**config.mk**
```make
export PLATFORM = sky130hd
export DESIGN_NAME = video_timing_gen
export DESIGN_NICKNAME = d
export VERILOG_FILES = /design/src/rtl/video_timing_gen.sv
export SDC_FILE = /design/constraint.sdc
export NUM_CORES = 1
export LEC_CHECK = 0
export CAP_MARGIN = 20
export CORE_MARGIN = 3
export CORE_UTILIZATION = 30
export CTS_BUF_LIST = sky130_fd_sc_hd__clkbuf_4
export DETAILED_ROUTE_END_ITERATION = 6
export GPL_TIMING_DRIVEN = 0
export SYNTH_ARGS = -nofsm -noshare
export SYNTH_HDL_FRONTEND = slang
export SYNTH_SLANG_ARGS = --single-unit
```
**constraint.sdc**
```tcl
create_clock -name clk_sys -period 3.6 [get_ports clk_sys]
set_input_delay 0.9 -clock clk_sys [delete_from_list [all_inputs] [get_ports clk_sys]]
set_output_delay 0.9 -clock clk_sys [all_outputs]
set_load 0.05 [all_outputs]
```
**src/rtl/video_timing_gen.sv**
```systemverilog
// video_timing_gen: pixel clock enable, h/v counters and registered sync/blank timing.
// Define VIDEO_TIMING_GEN_POS_ADJ_EN to enable per-frame hoffs/voffs sync position adjust.
module video_timing_gen #(
   parameter int CE_DIV       = 4,
   parameter int H_TOTAL      = 384,
   parameter int H_ACTIVE     = 256,
   parameter int H_SYNC_START = 288,
   parameter int H_SYNC_WIDTH = 32,
   parameter int V_TOTAL      = 262,
   parameter int V_ACTIVE     = 224,
   parameter int V_SYNC_START = 236,
   parameter int V_SYNC_WIDTH = 3
) (
   input  logic       clk_sys,
   input  logic       reset_n,
   input  logic [3:0] hoffs,
   input  logic [3:0] voffs,
   output logic       ce_pix,
   output logic [8:0] hcnt,
   output logic [8:0] vcnt,
   output logic       HSync,
   output logic       VSync,
   output logic       HBlank,
   output logic       VBlank,
   output logic       line_start,
   output logic       frame_start
);
   localparam int DW = $clog2(CE_DIV);

   logic [DW-1:0] div_q, div_d;
   logic          ce_q;
   logic [8:0]    hcnt_q, hcnt_d, vcnt_q, vcnt_d;
   logic          hs_q, vs_q, hb_q, vb_q, ls_q, fs_q;
   logic          hs_d, vs_d, hb_d, vb_d;
   logic          h_wrap, v_wrap, f_wrap;
   logic [9:0]    hs_start, vs_start, h_diff, v_diff, h_mod, v_mod;

`ifdef VIDEO_TIMING_GEN_POS_ADJ_EN
   logic [3:0]  hoffs_q, hoffs_d, voffs_q, voffs_d;
   logic [10:0] hs_sum, vs_sum;

   // Offsets take effect on the edge that starts the new frame, so use the next value.
   always_comb begin
      hoffs_d  = f_wrap ? hoffs : hoffs_q;
      voffs_d  = f_wrap ? voffs : voffs_q;
      hs_sum   = 11'(H_SYNC_START + H_TOTAL) + {{7{hoffs_d[3]}}, hoffs_d};
      vs_sum   = 11'(V_SYNC_START + V_TOTAL) + {{7{voffs_d[3]}}, voffs_d};
      hs_start = 10'(hs_sum >= 11'(2 * H_TOTAL) ? hs_sum - 11'(2 * H_TOTAL) :
                     hs_sum >= 11'(H_TOTAL) ? hs_sum - 11'(H_TOTAL) : hs_sum);
      vs_start = 10'(vs_sum >= 11'(2 * V_TOTAL) ? vs_sum - 11'(2 * V_TOTAL) :
                     vs_sum >= 11'(V_TOTAL) ? vs_sum - 11'(V_TOTAL) : vs_sum);
   end

   always_ff @(posedge clk_sys or negedge reset_n)
      if (!reset_n) begin
         hoffs_q <= '0;
         voffs_q <= '0;
      end else begin
         hoffs_q <= hoffs_d;
         voffs_q <= voffs_d;
      end
`else
   logic unused_offs;
   assign unused_offs = ^{hoffs, voffs};
   assign hs_start    = 10'(H_SYNC_START);
   assign vs_start    = 10'(V_SYNC_START);
`endif

   always_comb begin
      div_d  = (div_q == DW'(CE_DIV - 1)) ? '0 : div_q + 1'b1;
      h_wrap = hcnt_q == 9'(H_TOTAL - 1);
      v_wrap = vcnt_q == 9'(V_TOTAL - 1);
      f_wrap = ce_q && h_wrap && v_wrap;
      hcnt_d = !ce_q ? hcnt_q : h_wrap ? '0 : hcnt_q + 1'b1;
      vcnt_d = !(ce_q && h_wrap) ? vcnt_q : v_wrap ? '0 : vcnt_q + 1'b1;
      // Bias by the total so the distance from sync start never goes negative.
      h_diff = {1'b0, hcnt_d} + 10'(H_TOTAL) - hs_start;
      v_diff = {1'b0, vcnt_d} + 10'(V_TOTAL) - vs_start;
      h_mod  = h_diff >= 10'(H_TOTAL) ? h_diff - 10'(H_TOTAL) : h_diff;
      v_mod  = v_diff >= 10'(V_TOTAL) ? v_diff - 10'(V_TOTAL) : v_diff;
      hs_d   = h_mod < 10'(H_SYNC_WIDTH);
      vs_d   = v_mod < 10'(V_SYNC_WIDTH);
      hb_d   = hcnt_d >= 9'(H_ACTIVE);
      vb_d   = vcnt_d >= 9'(V_ACTIVE);
   end

   always_ff @(posedge clk_sys or negedge reset_n)
      if (!reset_n) begin
         div_q  <= '0;
         ce_q   <= 1'b0;
         hcnt_q <= '0;
         vcnt_q <= '0;
         hs_q   <= 1'b0;
         vs_q   <= 1'b0;
         hb_q   <= 1'b0;
         vb_q   <= 1'b0;
         ls_q   <= 1'b0;
         fs_q   <= 1'b0;
      end else begin
         div_q  <= div_d;
         ce_q   <= div_q == DW'(CE_DIV - 1);
         hcnt_q <= hcnt_d;
         vcnt_q <= vcnt_d;
         ls_q   <= ce_q && h_wrap;
         fs_q   <= f_wrap;
         if (ce_q) begin
            hs_q <= hs_d;
            vs_q <= vs_d;
            hb_q <= hb_d;
            vb_q <= vb_d;
         end
      end

   assign ce_pix      = ce_q;
   assign hcnt        = hcnt_q;
   assign vcnt        = vcnt_q;
   assign HSync       = hs_q;
   assign VSync       = vs_q;
   assign HBlank      = hb_q;
   assign VBlank      = vb_q;
   assign line_start  = ls_q;
   assign frame_start = fs_q;
endmodule

```
==> impl_metrics.py, run 1 <==
metrics = {
    "run_status": {
        "status": "complete, no violations",
    },
    "detailed_routing": {
        "drt_wl_total_mm": 3.76,
        "wl_per_cell_um": 13.9,
        "drt-pass1-iter-count": 4,
        "ant_nets": 0,
        "viasPerCell": 4.92,
        "routed-via-count": 1332,
        "drc_errors": 0,
        "drtIter0Drc": 58,
    },
    "die": {
        "die_h_um": 80.5,
        "core_region_area_um2": 5240,
        "core.rowCount": 26,
        "io_pins": 35,
        "die_x_um": 80.5,
        "initial_core_util": 0.317,
        "die_area_um2": 6470,
    },
    "synth": {
        "synth_edf_count": 0,
        "synthTopCellsByArea": "dfrtp_1, ha_1, xnor2_1, xor2_1, mux2i_1",
        "yosys_warnings": 0,
        "synth_nets": 186,
        "yosys.area.top_type_share": 0.406,
        "synth.most_common_cell": "dfrtp_1",
        "synthFlopType": "dfrtp_1",
        "synth_area_leader_cell": "dfrtp_1",
        "async_flop_share": 1.00,
        "postSynthCellCount": 169,
        "netlist_area_um2": 1660,
        "ys_top_cells_by_count": "dfrtp_1, nand2_1, nor2_1, inv_1, a21oi_1",
        "seq_area_frac_synth": 0.406,
        "syn_avg_cell_area_um2": 9.84,
        "synth-seq-cells": 27,
        "synthDistinctLibCells": 50,
    },
    "clocking": {
        "hold_buffers": 0,
        "cts_max_level": 1,
        "numCtsBuffers": 3,
        "root_buffer": "clkbuf_4",
        "clk_path_buf_depth": 2,
        "clk_pin_slew_ns": 0.15,
        "cts_tree": "done",
        "clkSinkCount": 27,
        "clk_latency_ns": 0.33,
    },
    "placed_design": {
        "routabilityCongestion": 0.831,
        "dp_hpwl_mm": 2.95,
        "portBuffers": 26,
        "dp.cells": 266,
        "placed_area_um2": 2040,
    },
    "global_routing": {
        "grt_max_degree": 17,
        "first_global_vias": 1287,
        "antenna_found_initial": 0,
        "grt.total_usage": 0.128,
        "grt_pass1_wl_mm": 6.53,
        "overflow": 0,
    },
    "sta": {
        "timing.final.hold_violations": 0,
        "worstMarginPinSlew_ns": 0.662,
        "finalSetupViolCount": 0,
        "rsz0062_at_grt": "false",
        "fin_skew_ns": 0.00626,
        "relSlewSlack": 0.557,
        "tns_ns": 0,
        "fmax_ghz": 0.290,
        "min_period_ns": 3.44,
        "finalCritPeriodShare": 0.956,
        "whs_ns": 0.431,
        "slew_violations": 0,
    },
    "worst_setup_path": {
        "crit_slowest_cell": "dfrtp_2",
        "cp-end-kind": "flop",
        "crit_top_cell": "ha_2",
        "worstPathRequired_ns": 3.83,
        "crit_arrival_ns": 3.68,
        "slowest_delay_ns": 0.43,
        "crit_fanout": 10,
        "critPathTopFamily": "simple AND/OR/NAND/NOR gates",
        "cp_num_buf_inv": 3,
        "start_kind": "flop",
        "crit_chain": "ha_2 -> nand4_4 -> or3_4 -> buf_6 -> clkinv_2 -> mux2i_4 -> inv_1 -> ha_2 -> a21oi_1 -> a221o_1 -> xnor2_1 -> and3_1 -> o311a_1",
        "worstSetupPathType": "reg -> reg",
    },
    "pwr": {
        "vdd_ir_drop_max_mv": 0.174,
        "pwr_density_cell_nw_per_um2": 215,
        "leakage_uw": 0.000909,
    },
    "layout": {
        "fillers": 520,
        "fin_area_um2": 2100,
        "fin_util": 0.401,
        "diodes": 0,
        "syn2layout_area_growth_pct": 26.3,
        "final_nets": 219,
        "drive_above_1_share": 0.129,
        "final_cells": 271,
    },
    "job": {
        "cap_violations": 0,
    },
    "hold_path": {
        "min_path_type": "reg -> reg",
    },
}
==> path summary, 6_finish.rpt <==
kind | startpoint | to | slack [ns] | cells past startpoint
worst min-delay path | div_q[0] | div_q[0] | 0.43 | 1
min in group asynchronous | reset_n | HSync | 0.95 | 1
worst min register to register | div_q[0] | div_q[0] | 0.43 | 1
worst max register to register | hcnt[0] | VSync | 0.16 | 13
max in group asynchronous | reset_n | hcnt[0] | 2.14 | 2
worst max-delay path | hcnt[0] | VSync | 0.16 | 13
==> final cells by class <==
cell class | count | area [µm²] | area share
tap | 70 | 87.6 | 0.0417
clock buffer | 3 | 22.5 | 0.0107
multi-input combinational | 128 | 943 | 0.449
sequential | 27 | 678 | 0.323
timing repair buffer | 29 | 303 | 0.144
clock inverter | 1 | 7.51 | 0.00358
buffer | 2 | 15.0 | 0.00715
inverter | 11 | 42.5 | 0.0203
==> kinds of logic (layout without fill, tap and decap cells) <==
| logic type | after synthesis | count (layout) | share of synthesized area |
|---|---|---|---|
| buffers and inverters | 14 | 46 | 0.0369 |
| and+or+nand+nor | 66 | 66 | 0.245 |
| DFF | 27 | 27 | 0.406 |
| xor gates and xnor gates | 14 | 14 | 0.0737 |
| AOI/OAI and AO/OA | 35 | 35 | 0.149 |
| adders and majority gates | 8 | 8 | 0.0594 |
| muxes | 5 | 5 | 0.0301 |
==> cells in the final DEF (no fill, tap or decap), drive strengths merged, types with 2 or more instances in the layout <==
master         instances
nand3                  8
o21ai                  8
xnor2                  8
dfrtp                 27
nor2                  11
a21o                   2
nor4                   3
xor2                   6
clkdlybuf4s50         26
nand4b                 2
nand2b                 4
a31o                   2
nand4                  3
nor4b                  2
nand2                 13
nor3                   2
clkbuf                 4
and2                   4
inv                   10
buf                    4
and3                   6
ha                     7
a21oi                 10
nor2b                  3
mux2i                  5
o211ai                 2
==> flip-flops by register name (all words and copies together), names as in the netlist <==
signal	count
HBlank	1
HSync	1
VBlank	1
VSync	1
ce_pix	1
div_q	2
frame_start	1
hcnt	9
line_start	1
vcnt	9
==> stage by stage <==
stage	worst slack (ns)	power [µW]
final	0.157	451
after global routing	0.00468	467
after CTS	0.000734	459
after detailed placement	-0.0632	320
after global placement	-0.0838	316
after floorplan	0.0528	309
==> power breakdown <==
part | switching [µW] | internal, µW
Clock | 94.4 | 42.5
Combinational | 6.47 | 3.95
Sequential | 0 | 303
Total | 101 | 350
==> what timing repair did <==
item | CTS | global route
resized for setup | 2 | 1
setup buffers | 0 | 2
setup endpoints to repair | 1 | 1
==> metal layers <==
layer / share of wire / vias to the layer above / global-route usage
met2: 0.41 / 24 / 0.195
met1: 0.55 / 624 / 0.190
met5: 0 / - / 0
met3: 0.031 / 2 / 0.0202
met4: 0.0072 / 0 / 0.0253
li1: - / 682 / -
No activity file was read; power rests on OpenSTA's default activity.
==> run 2: changes to the inputs <==
--- a/config.mk
+++ b/config.mk
@@ -11,6 +11,7 @@
 export CTS_BUF_LIST = sky130_fd_sc_hd__clkbuf_4
 export DETAILED_ROUTE_END_ITERATION = 6
 export GPL_TIMING_DRIVEN = 0
+export PLACE_DENSITY_LB_ADDON = 0.25
 export SYNTH_ARGS = -nofsm -noshare
 export SYNTH_HDL_FRONTEND = slang
 export SYNTH_SLANG_ARGS = --single-unit
==> constraint.sdc (replaced) <==
create_clock -name clk_sys -period 3.65 [get_ports clk_sys]
set_input_delay 0.9125 -clock clk_sys [delete_from_list [all_inputs] [get_ports clk_sys]]
set_output_delay 0.9125 -clock clk_sys [all_outputs]
set_load 0.05 [all_outputs]
==> impl_metrics.py, run 2 (synthesis results as in run 1) <==
metrics = {
    "worst_setup_path": {
        "crit_arrival_ns": 3.65,
        "start_kind": "flop",
        "crit_fanout": 10,
        "worstPathRequired_ns": 3.89,
        "r2r-start": "hcnt[0]",
        "cp-end-kind": "flop",
        "crit_start": "hcnt[0]",
        "r2r_slack_ns": 0.24,
        "r2r-end": "VSync",
        "reg2reg_depth": 13,
        "worstSetupPathType": "reg -> reg",
    },
    "clocking": {
        "cts_tree": "done",
        "root_buffer": "clkbuf_4",
        "clk_latency_ns": 0.35,
        "clk_path_buf_depth": 2,
        "clkSinkCount": 27,
        "hold_buffers": 0,
        "cts_max_level": 1,
        "numCtsBuffers": 3,
        "clk_pin_slew_ns": 0.17,
    },
    "hold_path": {
        "hold_end": "div_q[0]",
        "min_path_cells": 1,
        "hp-start": "div_q[0]",
        "min_path_type": "reg -> reg",
    },
    "die": {
        "die_area_um2": 6470,
        "core_region_area_um2": 5240,
        "die_x_um": 80.5,
        "initial_core_util": 0.317,
        "die_h_um": 80.5,
        "core.rowCount": 26,
        "io_pins": 35,
    },
    "global_routing": {
        "grt_pass1_wl_mm": 6.50,
        "grt_max_degree": 18,
        "antenna_found_initial": 0,
        "first_global_vias": 1307,
        "grt.total_usage": 0.127,
        "overflow": 0,
    },
    "run_status": {
        "status": "complete, no violations",
    },
    "sta": {
        "rsz0062_at_grt": "false",
        "timing.final.hold_violations": 0,
        "fin_skew_ns": 0.0154,
        "fmax_ghz": 0.293,
        "finalSetupViolCount": 0,
        "relSlewSlack": 0.548,
        "whs_ns": 0.442,
        "slew_violations": 0,
        "min_period_ns": 3.41,
        "worstMarginPinSlew_ns": 0.676,
        "finalCritPeriodShare": 0.934,
        "tns_ns": 0,
    },
    "detailed_routing": {
        "drt_wl_total_mm": 3.89,
        "routed-via-count": 1368,
        "drt-pass1-iter-count": 4,
        "drtIter0Drc": 101,
        "wl_per_cell_um": 14.2,
        "drc_errors": 0,
        "ant_nets": 0,
        "viasPerCell": 5.01,
    },
    "pwr": {
        "p_int_uw": 348,
        "power_frac_seq": 0.654,
        "combPwrFrac": 0.022,
        "pwr_density_cell_nw_per_um2": 216,
        "p_clk_frac": 0.323,
        "power_uw": 457,
        "switching_share": 0.239,
        "power.switching_uw": 109,
        "vdd_ir_drop_max_mv": 0.0942,
        "leakage_uw": 0.000926,
    },
    "layout": {
        "final_cell_mix": "clkdlybuf4s50_1, dfrtp_1, nand2_1",
        "final_nets": 221,
        "diodes": 0,
        "final_common_cell": "clkdlybuf4s50_1",
        "syn2layout_area_growth_pct": 27.5,
        "fin_area_um2": 2120,
        "drive_above_1_share": 0.143,
    },
    "placed_design": {
        "routabilityCongestion": 0.835,
        "portBuffers": 26,
        "dp_hpwl_mm": 2.92,
        "placed_area_um2": 2040,
    },
    "job": {
        "cap_violations": 0,
    },
}
run 2: worst max-delay path by stage:
stage	endpoint	slack, ns	depth (start not counted)
after global placement	VSync	-0.17	14
final	VSync	0.24	13
after detailed placement	VSync	-0.18	14
after global routing	VSync	0.07	13
after CTS	VSync	0.08	14
after floorplan	VSync	0.05	14
run 2: metrics by stage:
step                      setup WS [ns]  instances  utilization
after CTS                        0.0824        271        0.399
after detailed placement         -0.175        266        0.390
after floorplan                  0.0459        169            -
final                             0.243        273        0.405
after global routing             0.0726        273        0.405
after global placement           -0.169        265        0.384
run 2: timing repair:
action	CTS	global route
setup buffers	1	3
setup endpoints to repair	1	1
gates resized for setup	2	3
run 2: worst max-delay path, cell delays in order (launching register included):
cell and delay [ns]:
dfrtp_2 0.41, ha_2 0.22, nand4_4 0.17, or3_4 0.44, buf_6 0.16, clkinv_2 0.12
mux2i_4 0.24, inv_1 0.10, ha_1 0.30, and2_1 0.19, a221o_1 0.31, xnor2_1 0.12
and3_1 0.19, o311a_1 0.33
run 2: area by class of cell:
class	count	area, µm²
plain buffers	2	15.0
fillers	512	3120
repair buffers	31	318
well taps	70	87.6
clock buffers	3	22.5
inverters	11	42.5
multi-input cells	128	947
clock inverters	1	8.76
flip-flops and latches	27	679
run 2: power groups by stage:
stage / Clock [µW] / Combinational [µW] / Sequential [µW]
after CTS: 152 / 10.9 / 299
after global placement: 0 / 7.37 / 305
after detailed placement: 0 / 10.9 / 305
after global routing: 167 / 11.7 / 300
final: 148 / 10.3 / 299
after floorplan: 0 / 0.000428 / 305
run 2: metal layers:
layer	track usage	vias up	wire length (µm)
met4	0.0304	0	33
met2	0.198	21	1840
li1	-	679	-
met5	0	-	0
met3	0.0191	4	127
met1	0.185	664	1890
